===== src/rtl/cordicpol2cart.sv =====
// cordicpol2cart
//   Pipelined CORDIC rotation-mode converter, polar (theta, r) -> Cartesian (x, y).
//   Accepts the theta/r format produced by cordiccart2pol. One sample per clock,
//   latency ITERATIONS+3 cycles, no backpressure.
//
// Ports
//   clk        : clock, rising edge
//   rst        : asynchronous reset, active-high
//   in_valid   : theta/r carry a sample this cycle
//   theta      : unsigned angle, ITERATIONS+1 bits, full scale = one turn
//   r          : signed magnitude, DATA_WIDTH+2 bits
//   out_valid  : one-cycle strobe per accepted sample
//   xout, yout : signed r*cos(theta), r*sin(theta), saturated to DATA_WIDTH+2 bits
//
// Build option
//   CORDICPOL2CART_ROUND_EN : round the gain-compensation product half-up instead
//                             of truncating it. Latency and interface unchanged.
module cordicpol2cart #(
  parameter int ITERATIONS           = 7,
  parameter int DATA_WIDTH           = 16,
  parameter int COMPENSATION_SCALING = 1
) (
  input  logic                         clk,
  input  logic                         rst,
  input  logic                         in_valid,
  input  logic [ITERATIONS:0]          theta,
  input  logic signed [DATA_WIDTH+1:0] r,
  output logic                         out_valid,
  output logic signed [DATA_WIDTH+1:0] xout,
  output logic signed [DATA_WIDTH+1:0] yout
);

  // One guard bit above the input range absorbs the CORDIC gain (~1.647).
  localparam int XW = DATA_WIDTH + 3;
  // Angle word: sign, quadrant headroom, residual, three guard LSBs.
  localparam int ZW = ITERATIONS + 4;
  localparam int PW = XW + DATA_WIDTH + 1;

  // atan(2^-i) as a fraction of a full turn, scaled by 2^32 and rounded.
  // Beyond the table atan(x) ~= x is exact to well below one LSB.
  function automatic longint atan_frac32(input int i);
    case (i)
      0:       return 536870912;
      1:       return 316933406;
      2:       return 167458907;
      3:       return 85004756;
      4:       return 42667331;
      5:       return 21354465;
      6:       return 10679838;
      7:       return 5340245;
      8:       return 2670163;
      9:       return 1335087;
      10:      return 667544;
      11:      return 333772;
      12:      return 166886;
      13:      return 83443;
      14:      return 41722;
      15:      return 20861;
      default: return longint'(683565276) >> i;
    endcase
  endfunction

  // Round the 2^32 table entry down to the internal 2^ZW-per-turn angle unit.
  function automatic longint atan_scaled(input int i);
    return (atan_frac32(i) + (longint'(1) << (31 - ZW))) >> (32 - ZW);
  endfunction

  // KC = round(2^DATA_WIDTH / sqrt(prod(1 + 2^-2i))), found in integer arithmetic:
  // the product is formed in 2^-24 fixed point, then a bisection finds the largest
  // k with k^2 * P <= 2^(2*(DATA_WIDTH+1)), i.e. KC with one extra bit for rounding.
  function automatic longint calc_kc();
    longint p, lo, hi, mid, lim;
    p = longint'(1) << 24;
    for (int i = 0; i < ITERATIONS; i++) p = p + (p >>> (2 * i));
    lim = longint'(1) << (2 * (DATA_WIDTH + 1) + 24);
    lo  = 0;
    hi  = longint'(1) << (DATA_WIDTH + 1);
    for (int b = 0; b < DATA_WIDTH + 2; b++) begin
      mid = (lo + hi) >>> 1;
      if (mid * mid * p <= lim) lo = mid;
      else hi = mid;
    end
    return (lo + 1) >>> 1;
  endfunction

  localparam logic signed [DATA_WIDTH:0] KC_S = (DATA_WIDTH+1)'(calc_kc());

`ifdef CORDICPOL2CART_ROUND_EN
  localparam logic signed [PW-1:0] RND = PW'(longint'(1) << (DATA_WIDTH - 1));
`else
  localparam logic signed [PW-1:0] RND = '0;
`endif

  localparam logic signed [XW-1:0] SAT_MAX = XW'((longint'(1) << (DATA_WIDTH + 1)) - 1);
  localparam logic signed [XW-1:0] SAT_MIN = XW'(-(longint'(1) << (DATA_WIDTH + 1)));

  function automatic logic signed [DATA_WIDTH+1:0] sat(input logic signed [XW-1:0] v);
    if (v > SAT_MAX)      return SAT_MAX[DATA_WIDTH+1:0];
    else if (v < SAT_MIN) return SAT_MIN[DATA_WIDTH+1:0];
    else                  return v[DATA_WIDTH+1:0];
  endfunction

  logic signed [XW-1:0] x_p [ITERATIONS+1];
  logic signed [XW-1:0] y_p [ITERATIONS+1];
  logic signed [ZW-1:0] z_p [ITERATIONS];
  logic signed [XW-1:0] x_c, y_c;
  logic [ITERATIONS+1:0] v_p;

  // Stage 0 quadrant pre-rotation, then the micro-rotation stages.
  // The last stage needs no angle update, so z stops one stage early.
  always_ff @(posedge clk or posedge rst) begin
    if (rst) begin
      for (int i = 0; i <= ITERATIONS; i++) begin
        x_p[i] <= '0;
        y_p[i] <= '0;
      end
      for (int i = 0; i < ITERATIONS; i++) z_p[i] <= '0;
    end else begin
      case (theta[ITERATIONS:ITERATIONS-1])
        2'd0: begin x_p[0] <= XW'(r);   y_p[0] <= '0;       end
        2'd1: begin x_p[0] <= '0;       y_p[0] <= XW'(r);   end
        2'd2: begin x_p[0] <= -XW'(r);  y_p[0] <= '0;       end
        default: begin x_p[0] <= '0;    y_p[0] <= -XW'(r);  end
      endcase
      z_p[0] <= ZW'({theta[ITERATIONS-2:0], 3'b000});

      for (int i = 0; i < ITERATIONS; i++) begin
        if (!z_p[i][ZW-1]) begin
          x_p[i+1] <= x_p[i] - (y_p[i] >>> i);
          y_p[i+1] <= y_p[i] + (x_p[i] >>> i);
        end else begin
          x_p[i+1] <= x_p[i] + (y_p[i] >>> i);
          y_p[i+1] <= y_p[i] - (x_p[i] >>> i);
        end
      end
      for (int i = 0; i < ITERATIONS - 1; i++) begin
        if (!z_p[i][ZW-1]) z_p[i+1] <= z_p[i] - ZW'(atan_scaled(i));
        else               z_p[i+1] <= z_p[i] + ZW'(atan_scaled(i));
      end
    end
  end

  // Gain compensation. |x*KC| never exceeds |x|, so truncating back to XW is lossless.
  generate
    if (COMPENSATION_SCALING != 0) begin : g_comp
      always_ff @(posedge clk or posedge rst) begin
        if (rst) begin
          x_c <= '0;
          y_c <= '0;
        end else begin
          x_c <= XW'((PW'(x_p[ITERATIONS]) * PW'(KC_S) + RND) >>> DATA_WIDTH);
          y_c <= XW'((PW'(y_p[ITERATIONS]) * PW'(KC_S) + RND) >>> DATA_WIDTH);
        end
      end
    end else begin : g_nocomp
      always_ff @(posedge clk or posedge rst) begin
        if (rst) begin
          x_c <= '0;
          y_c <= '0;
        end else begin
          x_c <= x_p[ITERATIONS];
          y_c <= y_p[ITERATIONS];
        end
      end
    end
  endgenerate

  // v_p[k] qualifies the data registered on the same edge as the k-th data stage;
  // v_p[ITERATIONS+1] lines up with the compensation register.
  always_ff @(posedge clk or posedge rst) begin
    if (rst) begin
      v_p       <= '0;
      out_valid <= 1'b0;
      xout      <= '0;
      yout      <= '0;
    end else begin
      v_p       <= {v_p[ITERATIONS:0], in_valid};
      out_valid <= v_p[ITERATIONS+1];
      if (v_p[ITERATIONS+1]) begin
        xout <= sat(x_c);
        yout <= sat(y_c);
      end
    end
  end

endmodule


===== config.mk =====
export PLATFORM = sky130hd
export DESIGN_NAME = cordicpol2cart
export DESIGN_NICKNAME = d
export VERILOG_FILES = /design/src/rtl/cordicpol2cart.sv
export SDC_FILE = /design/constraint.sdc
export NUM_CORES = 2
export LEC_CHECK = 0
export CORE_MARGIN = 4
export CORE_UTILIZATION = 30
export DETAILED_ROUTE_END_ITERATION = 12
export PLACE_DENSITY_LB_ADDON = 0.08
export SETUP_SLACK_MARGIN = 0.3
export SYNTH_ARGS = -nofsm -noshare
export SYNTH_HDL_FRONTEND = slang
export SYNTH_SLANG_ARGS = --single-unit
export TNS_END_PERCENT = 100

===== constraint.sdc =====
create_clock -name clk -period 20 [get_ports clk]
set_input_delay 4 -clock clk [delete_from_list [all_inputs] [get_ports clk]]
set_output_delay 4 -clock clk [all_outputs]
set_load 0.02 [all_outputs]

After elaboration in Yosys (flattened, before gate mapping)
Index checks and enable logic that the tools add are counted.
{"block": "totals", "register_bits": 459, "input_bits": 29, "output_inout_bits": 37, "word_cells": 120}
{"block": "op_classes", "addsub": 48, "n_mul": 2, "n_lt_le_gt_ge": 4, "eq_ne": 2, "n_mux": 33, "n_reduce_logical": 2}
{"op": "adder 32 x 22 -> 32 bit, second input constant", "count": 10}
{"op": "two-way mux 32 bit", "count": 10}
{"op": "two-way mux 19 bit", "count": 12}
{"op": "one-hot mux 19 bit (2 select lines)", "count": 2}
{"op": "two-way mux 18 bit", "count": 4}
{"op": "multiplier 19 x 17 -> 35 bit, second input constant", "count": 2}
{"op": "two-way mux 11 bit", "count": 5}
{"op": "adder 11 bit", "count": 4}
{"op": "subtractor 11 bit", "count": 4}
{"op": "adder 19 x 13 -> 19 bit", "count": 2}
{"op": "adder 19 x 14 -> 19 bit", "count": 2}
{"op": "adder 19 x 15 -> 19 bit", "count": 2}
{"op": "adder 19 x 16 -> 19 bit", "count": 2}
{"op": "adder 19 x 17 -> 19 bit", "count": 2}
{"op": "adder 19 x 18 -> 19 bit", "count": 2}
{"op": "> comparator 19 x 18 -> 1 bit, second input constant", "count": 2}
{"op": "< comparator 19 x 18 -> 1 bit, second input constant", "count": 2}
{"op": "subtractor 19 x 13 -> 19 bit", "count": 2}
{"op": "subtractor 19 x 14 -> 19 bit", "count": 2}
{"op": "subtractor 19 x 15 -> 19 bit", "count": 2}
{"op": "subtractor 19 x 16 -> 19 bit", "count": 2}
{"op": "subtractor 19 x 17 -> 19 bit", "count": 2}
{"op": "subtractor 19 x 18 -> 19 bit", "count": 2}
{"op": "adder 19 bit", "count": 1}
{"op": "9 further kinds", "count": 9}

Longest topological paths before layout
{"block": "depth", "word_depth": 4, "ltp_mapped": 22, "ltp_nobuf": 22}

Worst setup path before layout
No wires, ideal clock.
{"block": "synth_path", "path_kind": "input port to flip-flop", "startpoint": "input port r[7]", "endpoint": "register y_p[151] (netlist name)", "arrival_time_ns": 5.916, "required_ns": 19.877, "path_slack_ns": 13.961, "cell_stages": 8, "path_cell_list": "or4_4 > or3_1 > or2_2 > nor2_1 > nand2_1 > or4_1 > a21oi_1 > nor2b_1"}
{"block": "synth_via", "elab_chain_cells": 2}
{"element": "start: declaration", "line_no": "27", "rtl": "input logic signed [DATA_WIDTH+1:0] r,"}
{"element": "negator 18 -> 19 bit", "line_no": "123", "rtl": "default: begin x_p[0] <= '0; y_p[0] <= -XW'(r); end"}
{"element": "one-hot mux 19 bit (2 select lines)", "line_no": "119", "rtl": "case (theta[ITERATIONS:ITERATIONS-1])"}
{"element": "end signal: indexed assignment", "line_no": "130", "rtl": "y_p[i+1] <= y_p[i] + (x_p[i] >>> i);"}
{"element": "end signal: indexed assignment", "line_no": "133", "rtl": "y_p[i+1] <= y_p[i] - (x_p[i] >>> i);"}
{"element": "end: declaration", "line_no": "104", "rtl": "logic signed [XW-1:0] y_p [ITERATIONS+1];"}
No other way between the ends.
A chain may end at the register's enable or synchronous reset.

Worst setup path after layout
{"block": "layout_path", "startpoint": "register y_p[17] (netlist name)", "endpoint": "register y_c[16]"}
{"block": "layout_via", "elab_chain_cells": 1}
{"element": "multiplier 19 x 17 -> 35 bit", "line_no": "152", "rtl": "y_c <= XW'((PW'(y_p[ITERATIONS]) * PW'(KC_S) + RND) >>> DATA_WIDTH);"}
{"element": "end signal: assignment", "line_no": "152"}
{"element": "end: declaration", "line_no": "106", "rtl": "logic signed [XW-1:0] x_c, y_c;"}
No other way between the ends.

==> impl_metrics.tcl <==
set metrics [dict create \
    tns_ps 0 \
    first_global_vias 30906 \
    cts_hold_buf 0 \
    outcome "complete, no violations" \
    cts_max_path_buffers 3 \
    wl_um 105000 \
    ctsResizeCount 0 \
    clock-root-buffer "clkbuf_16" \
    synth-edff-count 0 \
    insertion_delay_ps 700 \
    grt_pass1_wl_um 172000 \
    core_um2 140000 \
    dr.pass1.iters 6 \
    synth_area_um2 42300 \
    overflow 0 \
    cts_tree "yes" \
    start_kind "register" \
    reg2reg_slack_ps 13540 \
    max_slew_margin_pct 20.4 \
    syn_to_final_growth_pct 11.6 \
    synth.net_count 5272 \
    start_util_pct 30.3 \
    max_cap_violations 0 \
    vias 29220 \
    placementRows 137 \
    routed_via_density 4.62 \
    ios 66 \
    postSynthCellCount 4334 \
    yosysSeqAreaShare_pct 26.0 \
    hpwl_um 86900 \
    die_area_um2 147000 \
    synthArstFlopShare_pct 100 \
    wire_per_inst_um 16.6 \
    hold_path_depth 0 \
    fmax_ghz 0.155 \
    clkTransAtPathRegs_ps 60 \
    yosysWarnings 0 \
    syn_area_per_cell_um2 9.76 \
    antennaDiodeCount 0 \
    drcViolationCount 0 \
    rsz0062_at_grt "false" \
    layout_commonest_cell "inv_1" \
    cp_data_required_time_ps 20550 \
    drtIter0Drc 1204 \
    critical_path_class "register to register" \
    mostFrequentLayoutCells "667 x inv_1, 578 x ha_1, 438 x dfrtp_1" \
    dp_cells 6227 \
    fin_cells 6330 \
    clock_sinks 440 \
    cts_setup_buffers 0 \
    ys.flop_type "dfrtp_1" \
    finalClockSkew_ps 75.9 \
    setup_ws_ps 13540 \
    post-place-ws_ps 13010 \
    routabilityCongestion 0.804 \
    hp-class "register to register" \
    endpoint_kind "register" \
    critPathMaxFanout 8 \
    hold_violations 0 \
    yosysUniqueCellTypes 83 \
    antenna_found_initial 0 \
    die_w_um 384 \
    slew_violations 0 \
    cts_made_buffers 57 \
    port_buffers 65 \
    finalNetCount 5348 \
    cts_htree_levels 2 \
    grt_usage_pct 14.6 \
    ant_nets 0 \
    die_y_um 384 \
    ys_seq_elements 440 \
    worst_pin_slew_ps 1180 \
    fin_crit_sh_pct 32.3 \
    drive_gt1_share_pct 4.69 \
    grt_start_max_net_pins 163 \
    arrival_ps 7010 \
    setup_viol 0 \
    period_minus_slack_ps 6460 \
    worst_r2r_path_depth 21 \
]
kinds of logic after synthesis:
kind of cell / count (synthesis) / share of synthesized area [%]
adder cells (fa/ha/maj): 944 / 33.6
AND/OR/NAND/NOR: 903 / 10.5
AO/OA/AOI/OAI: 758 / 11.5
buffers and inverters: 734 / 6.56
XOR/XNOR: 484 / 10.0
flip-flops: 440 / 26.0
multiplexers: 70 / 1.79
other: 1 / 0.00886
worst paths after layout:
path                       startpoint       to
max reg2reg                   y_p[17]  y_c[16]
min reg2reg                   z_p[73]  z_p[62]
min                           z_p[73]  z_p[62]
min in group asynchronous         rst  z_p[69]
max                           y_p[17]  y_c[16]
max in group asynchronous         rst  x_p[57]
cell type report:
| type | instances | area (um^2) |
|---|---|---|
| Timing Repair Buffer | 80 | 776 |
| Sequential cell | 440 | 11000 |
| Multi-Input combinational cell | 3160 | 28500 |
| Fill cell | 14523 | 92600 |
| Tap cell | 1876 | 2350 |
| Inverter | 671 | 2530 |
| Clock inverter | 28 | 417 |
| Clock buffer | 75 | 1610 |
Yosys cell counts (all sizes together) (17+ instances only):
master | instances | area, um^2
o211ai | 17 | 128
nand2b | 30 | 188
or3 | 26 | 163
inv | 668 | 2510
and3 | 29 | 183
mux2 | 47 | 529
a211oi | 32 | 240
o21a | 20 | 150
and2 | 24 | 150
nor2b | 58 | 363
a21o | 84 | 631
ha | 578 | 7230
xor2 | 175 | 1530
maj3 | 35 | 350
o31ai | 20 | 150
fa | 331 | 6630
nor3 | 139 | 696
nand3 | 52 | 260
nor2 | 298 | 1120
clkbuf | 51 | 201
nand4 | 19 | 119
xnor2 | 308 | 2700
a31oi | 51 | 319
nand2 | 134 | 503
o21bai | 52 | 390
o21ai | 98 | 490
dfrtp | 440 | 11000
nor4 | 27 | 184
a21oi | 280 | 1400
mux2i | 23 | 230
critical path: stages, from the launching register on:
cell,delay (ps)
dfrtp_1,620
inv_1,120
ha_1,300
inv_1,100
fa_1,540
inv_1,50
fa_1,500
inv_1,60
fa_1,490
fa_1,490
inv_1,50
fa_1,470
inv_1,40
ha_1,350
a21o_1,180
a21o_1,170
a21oi_1,240
o211ai_1,220
a41oi_1,550
o21bai_1,280
a2111o_1,450
o2111ai_1,100
registers in the layout, summed over array words and instances (netlist names):
register   count
y_p          151
yout          18
v_p            9
y_c           19
xout          18
x_p          152
x_c           19
z_p           53
out_valid      1
metrics by stage:
| stage | cell area, um^2 | utilization, % | hold slack, ps |
|---|---|---|---|
| after floorplan | 42300 | - | 331 |
| after CTS | 47200 | 33.8 | 345 |
| after detailed placement | 45200 | 32.3 | 335 |
| after global placement | 45200 | 32.3 | 335 |
| after global routing | 47200 | 33.8 | 352 |
| final | 47200 | 33.8 | 345 |
routing by layer:
metal  share of wire (%)  global-route usage (%)  wire, um  vias to the layer above
met4                 1.6                    2.52      1670                        0
met5                   0                       0         0                        -
met2                  49                    25.5     51400                      220
met1                  47                    19.6     49700                    14228
li1                    -                       -         -                    14686
met3                 2.2                    1.61      2260                       86
Power is not shown: default switching activity piles up to over one toggle a cycle in this logic, so the estimate is an artifact.
